$ cat config.mk
export PLATFORM = sky130hd
export DESIGN_NAME = mem_resp_array
export DESIGN_NICKNAME = d
export VERILOG_FILES = /design/src/rtl/mem_resp_model_pkg.sv /design/src/rtl/mem_resp_array.sv
export SDC_FILE = /design/constraint.sdc
export NUM_CORES = 2
export LEC_CHECK = 0
export CAP_MARGIN = 25
export CORE_UTILIZATION = 36
export CTS_BUF_LIST = sky130_fd_sc_hd__clkbuf_8
export DETAILED_ROUTE_END_ITERATION = 10
export PLACE_DENSITY = 0.6
export SETUP_SLACK_MARGIN = 0.3
export SYNTH_ARGS = -nofsm -noshare
export SYNTH_HDL_FRONTEND = slang
export SYNTH_MEMORY_MAX_BITS = 65536
export SYNTH_SLANG_ARGS = --single-unit
$ cat constraint.sdc
create_clock -name clk -period 3.78 [get_ports clk]
set_input_delay 0.567 -clock clk [delete_from_list [all_inputs] [get_ports clk]]
set_output_delay 0.567 -clock clk [all_outputs]
set_load 0.1 [all_outputs]
$ cat src/rtl/mem_resp_model_pkg.sv
// Shared types and widths for the memory-side responder model.
package mem_resp_model_pkg;

    localparam int DATA_W = 256;
    localparam int ADDR_W = 28;
    localparam int CNT_W  = 6;

    typedef enum logic [1:0] {
        IDLE = 2'd0,
        BUSY = 2'd1,
        RESP = 2'd2
    } state_e;

endpackage

$ cat src/rtl/mem_resp_array.sv
// Direct-mapped tag/valid/data storage with one access port.
// Only the valid bits are reset; data and tags are plain storage.
module mem_resp_array
    import mem_resp_model_pkg::*;
#(
    parameter int DEPTH_LOG2 = 4,
    parameter int TAG_W      = 21
) (
    input  logic                  clk,
    input  logic                  rst,
    input  logic                  we_i,
    input  logic [DEPTH_LOG2-1:0] idx_i,
    input  logic [TAG_W-1:0]      tag_i,
    input  logic [DATA_W-1:0]     wdata_i,
    output logic                  hit_o,
    output logic [DATA_W-1:0]     rdata_o
);

    localparam int DEPTH = 1 << DEPTH_LOG2;

    logic [DATA_W-1:0] data_q [DEPTH];
    logic [TAG_W-1:0]  tag_q  [DEPTH];
    logic [DEPTH-1:0]  vld_q;

    always_ff @(posedge clk or posedge rst) begin
        if (rst) begin
            vld_q <= '0;
        end else if (we_i) begin
            vld_q[idx_i] <= 1'b1;
        end
    end

    always_ff @(posedge clk) begin
        if (we_i) begin
            data_q[idx_i] <= wdata_i;
            tag_q[idx_i]  <= tag_i;
        end
    end

    always_comb begin
        hit_o   = vld_q[idx_i] && (tag_q[idx_i] == tag_i);
        rdata_o = data_q[idx_i];
    end

endmodule

Yosys cells after proc, flatten, opt, wreduce, memory -nomap -nowiden. Memories as Yosys holds them, arrays and structs flattened. Index checks and enable logic that the tools add are counted.

Memory bits (writable): 4432. Input port bits: 284. Memories: 2. Flip-flop bits (word level): 16. Logic and storage cells: 15.

Memory list: data_q (words 16, bits a word 256, read ports 1, clocked after memory_dff 0, write ports 1, RTL line mem_resp_array.sv:21) `logic [DATA_W-1:0] data_q [DEPTH];`; tag_q (words 16, bits a word 21, read ports 1, clocked after memory_dff 0, write ports 1, RTL line mem_resp_array.sv:22) `logic [TAG_W-1:0] tag_q [DEPTH];`.

$lt $le $gt $ge: 2. Muxes and demuxes: 6. Reductions and logical operators: 2. Equality and inequality tests: 1. Bitwise operators: 1.

Operator list (count): $eq A21 B21 Y1 (1); $or A16 B16 Y16 (1); $lt A4 B5 Y1 const B (1); $bmux W1 S4 (1); $demux W1 S4 (1); $ge A4 B1 Y1 const B (1); $mux W1 (4); $logic_and A1 B1 Y1 (2).

Depth between registers and ports, before layout.
Word-level depth: 5. Depth in mapped cells: 12.

Worst setup path before layout. OpenSTA, ideal clock, no wires.

Path kind: input to register. Start point: input idx_i[0]. End point: register vld_q[12]. Library setup time: 141 ps. Arrival: 14411 ps. Setup slack: -10771 ps. Required time: 3639 ps. Stages on the path: 8. Cells stage by stage: buf_6 > buf_12 > buf_6 > buf_2 > buf_2 > or3b_2 > nor2_1 > or2_2.

Longest elaborated chain between the ends: 5. Elaborated cells on any way between the ends: 6. Classes of those cells: order compare: 2; mux: 2; bitwise: 1; reduce/logical: 1.

Ends and longest elaborated chain: from (decl) (RTL line mem_resp_array.sv:12) `input logic [DEPTH_LOG2-1:0] idx_i,`; $lt A4 B5 Y1 (not written as such) or $ge A4 B1 Y1 (tied branches) (RTL line mem_resp_array.sv:29) `vld_q[idx_i] <= 1'b1;`; $logic_and A1 B1 Y1 (not written as such) (RTL line mem_resp_array.sv:29); $mux W1 (not written as such) (RTL line mem_resp_array.sv:29); $demux W1 S4 * (RTL line mem_resp_array.sv:29); $or A16 B16 Y16 (no line) *; to (signal assigned) (RTL line mem_resp_array.sv:27) `vld_q <= '0;`; to (signal, indexed assignment) (RTL line mem_resp_array.sv:29); to (decl) (RTL line mem_resp_array.sv:23) `logic [DEPTH-1:0] vld_q;`.

Mark *: on every way between the ends. The rest lies on a longest branch, timed or not. A chain may end at the register's enable or synchronous reset.

Final worst setup path.
Start point: memory tag_q[14][6]. End point: output hit_o.

Longest elaborated chain between the ends: 3.

Ends and longest elaborated chain: from (decl) (RTL line mem_resp_array.sv:22); $mem_v2 Z16 W21; $eq A21 B21 Y1 (RTL line mem_resp_array.sv:41) `hit_o = vld_q[idx_i] && (tag_q[idx_i] == tag_i);`; $logic_and A1 B1 Y1 (RTL line mem_resp_array.sv:41); to (decl) (RTL line mem_resp_array.sv:15) `output logic hit_o,`.

No other way between the ends.

==> run_results.csv <==
group,metric,value,unit
run_status,outcome,"finished, violations left",
run_status,failed_checks,"setup timing",
cells_and_area,fillCellCount,38500,
flow_run,cap_violations,0,
placed_design,port_buffers,540,
drt,dr.pass1.iters,5,
placed_design,place.detailed.hpwl,221000,um
drt,drt-initial-drc-count,7035,
drt,post_drt_via_cell_ratio,5.24,
die,io_pins,541,
synth,synth_nets,6574,
sta,fmax,0.221,GHz
worst_hold_path,hold_path.class,"input port to flop",
placed_design,dp.cells,13000,
synth,ys.flop_type,"edfxtp_1",
sta,worstMarginPinSlew,1.05,ns
grt,grt_usage,17.1,%
pwr,clkPwrFrac,36.9,%
pwr,p_seq_share,53.8,%
die,die_y,683,um
synth,ys_types,36,
placed_design,post_dp_cell_area,186000,um^2
grt,grt_max_degree,91,
clocking,cts_inserted_buffers,719,
drt,vias,75600,
placed_design,place_congestion,0.736,
die,initial_core_util,36.2,%
clocking,cts_tree,"yes",
clocking,cts-root-buf,"clkbuf_8",
synth,synth_edf_count,4432,
die,core-area,460000,um^2
cells_and_area,stdcell_area,201000,um^2
synth,synthTopCellsByCount,"edfxtp_1 (4432), mux4_2 (1363), clkbuf_1 (174)",
setup_path,worstPathMaxFanout,1,
sta,fin_crit,4.52,ns
synth,synth_seq_area_share,80.0,%
clocking,cts_buffer_depth,4,
drt,routedWlPerCell,28.6,um
synth,syn_inst,6290,
setup_path,required,3.21,ns
grt,grt_pass1_vias,80000,
synth,synth_top_area_share,79.8,%
setup_path,arrival,3.96,ns
cells_and_area,final_nets,7983,
synth,yosys_warnings,0,
synth,ys_ff_latch,4448,
clocking,clk_latency,1.22,ns
setup_path,rrSetupSlack,2.99,ns
die,die_w,683,um
synth,synth_top_area_cell,"edfxtp_1",
synth,async_flop_share,0.360,%
sta,setup_viol,1,
clocking,clk_pin_slew,0.06,ns
die,dieArea,466000,um^2
pwr,pwr-share-comb,9.3,%
clocking,cts_sinks,4448,
pwr,sw_frac_of_total,24.4,%
synth,netlist_area,167000,um^2
pwr,p_per_area,513,nW/um^2
synth,yosysMostFrequentCell,"edfxtp_1",
cells_and_area,fin_cells,14400,
sta,skew,0,ns
pwr,leakage,0.0640,uW
synth,post_synth.cell_area_avg,26.5,um^2
cells_and_area,drive_above_1_share,36.3,%
setup_path,start_kind,"flop",
sta,max_slew_margin,30.1,%
synth,synthTopCellsByArea,"edfxtp_1 (80%), mux4_2 (18%), clkbuf_1 (0.39%), buf_2 (0.35%), dfrtp_1 (0.24%)",
sta,rsz0062_at_grt,"yes",
drt,antenna_left,0,
grt,grt_antenna_before_repair,83,
sta,min_period_over_period,120,%
grt,grt_first_pass_wirelength,580000,um
drt,drc_errors,0,
sta,final.setup.worst_slack,-0.744,ns
pwr,p_switching,25200,uW
pwr,p_int,78100,uW
cells_and_area,fin_util,43.7,%
die,rows,249,
drt,wirelength,413000,um
setup_path,worst-setup-path-type,"flop to primary output",
sta,finalHoldViolCount,0,
setup_path,cp-end-kind,"primary output",
pwr,vdd_ir_drop_max,0.000330,V
cells_and_area,areaGrowthSynthToFinish,20.7,%
sta,final_max_slew_viol_count,0,
grt,grt-ovfl-total,0,
clocking,cts_max_level,6,
## cell families (layout without fill, tap and decap cells)
kind of cell | after synthesis | after routing | synth area share (%)
buf+inv | 318 | 2286 | 0.848
xor+xnor | 28 | 28 | 0.147
mux | 1400 | 1400 | 18.6
simple gates | 64 | 64 | 0.206
flops | 4448 | 4448 | 80.0
compound gates | 32 | 32 | 0.149
other cells | 0 | 29 | 0
## critical path, stage by stage (launching register included)
cell	delay [ns]
edfxtp_1	0.39
mux4_2	0.47
mux4_2	0.52
xnor2_2	0.19
nand4_1	0.26
nor4_4	0.53
buf_4	0.20
buf_12	0.16
## metrics by stage
step	total power (uW)	hold WS [ns]	setup WS (ns)	TNS, ns
floorplan	62100	0.431	-2.47	-
global placement	65900	0.445	-0.602	-0.606
detailed placement	66100	0.452	-0.541	-0.603
CTS	104000	0.0246	-1.08	-1.08
global route	107000	0.110	-0.957	-0.957
finish	103000	0.210	-0.744	-0.744
## layout make-up
class                      instances  area (um^2)  share of cell area [%]
clock inverter                   557         3050                    1.51
tap                             6149         7690                    3.82
antenna                           29         72.6                  0.0360
clock buffer                     723         9950                    4.94
timing repair buffer            1005        15000                    7.45
multi-input combinational       1524        32100                    15.9
inverter                           1         3.75                 0.00186
sequential                      4448       133000                    66.3
## power by group through the flow
stage	Clock, uW	Sequential [uW]	Combinational, uW
2_1_floorplan	0	56600	5510
3_5_place_dp	0	56600	9470
4_1_cts	39200	55600	9520
5_1_grt	41200	55600	10000
3_3_place_gp	0	56500	9370
6_report	38000	55600	9630
## metal layers
layer,vias to the layer above,global-route usage (%),part of all wire [%]
met5,-,0,0.077
met4,48,3.89,2.1
met3,704,3.74,6.8
met2,2528,29.4,51
met1,41500,22.4,40
li1,30800,-,-
## placed cells by master (no fill, tap or decap), types with 3 or more instances in the layout
cell type	count
a211oi_1	4
a21oi_1	5
a221oi_1	3
a22oi_1	4
buf_12	431
buf_16	27
buf_4	185
buf_6	20
buf_8	16
bufinv_16	12
clkbuf_16	33
clkbuf_8	723
clkdlybuf4s50_1	279
clkinv_1	163
clkinv_2	73
clkinv_4	3
clkinv_8	8
clkinvlp_4	6
dfrtp_1	16
diode_2	29
dlygate4sd3_1	13
edfxtp_1	4432
inv_1	249
inv_12	12
inv_16	3
inv_6	10
inv_8	18
mux2i_1	35
mux4_2	1363
nand2_1	6
nand4_1	5
nor2_1	4
nor2_4	16
nor2b_1	6
o21ai_0	4
o22a_1	3
or2_2	17
xnor2_1	14
xor2_1	11
## registers in the layout, summed over array words and instances (netlist names)
signal	flops
tag_q	336
data_q	4096
vld_q	16
## path summary, 6_finish.rpt
check,startpoint,end,cells after the start
setup / recovery,tag_q[14][6],hit_o,7
hold / removal,wdata_i[177],data_q[8][177],1
setup reg to reg,vld_q[11],vld_q[11],1
hold reg to reg,vld_q[4],vld_q[4],1
max in group asynchronous,rst,vld_q[4],3
min in group asynchronous,rst,vld_q[10],3
## what timing repair did
| item | 4_1_cts | 5_1_grt |
|---|---|---|
| pin swaps | 1 | 6 |
| cloned | 1 | 40 |
| setup buffers | 0 | 37 |
| hold buffers | 13 | 0 |
| endpoints found under the hold margin | 109 | 0 |
| resized for setup | 12 | 88 |
| setup endpoints to repair | 257 | 257 |
(Power assumes the default switching activity.)
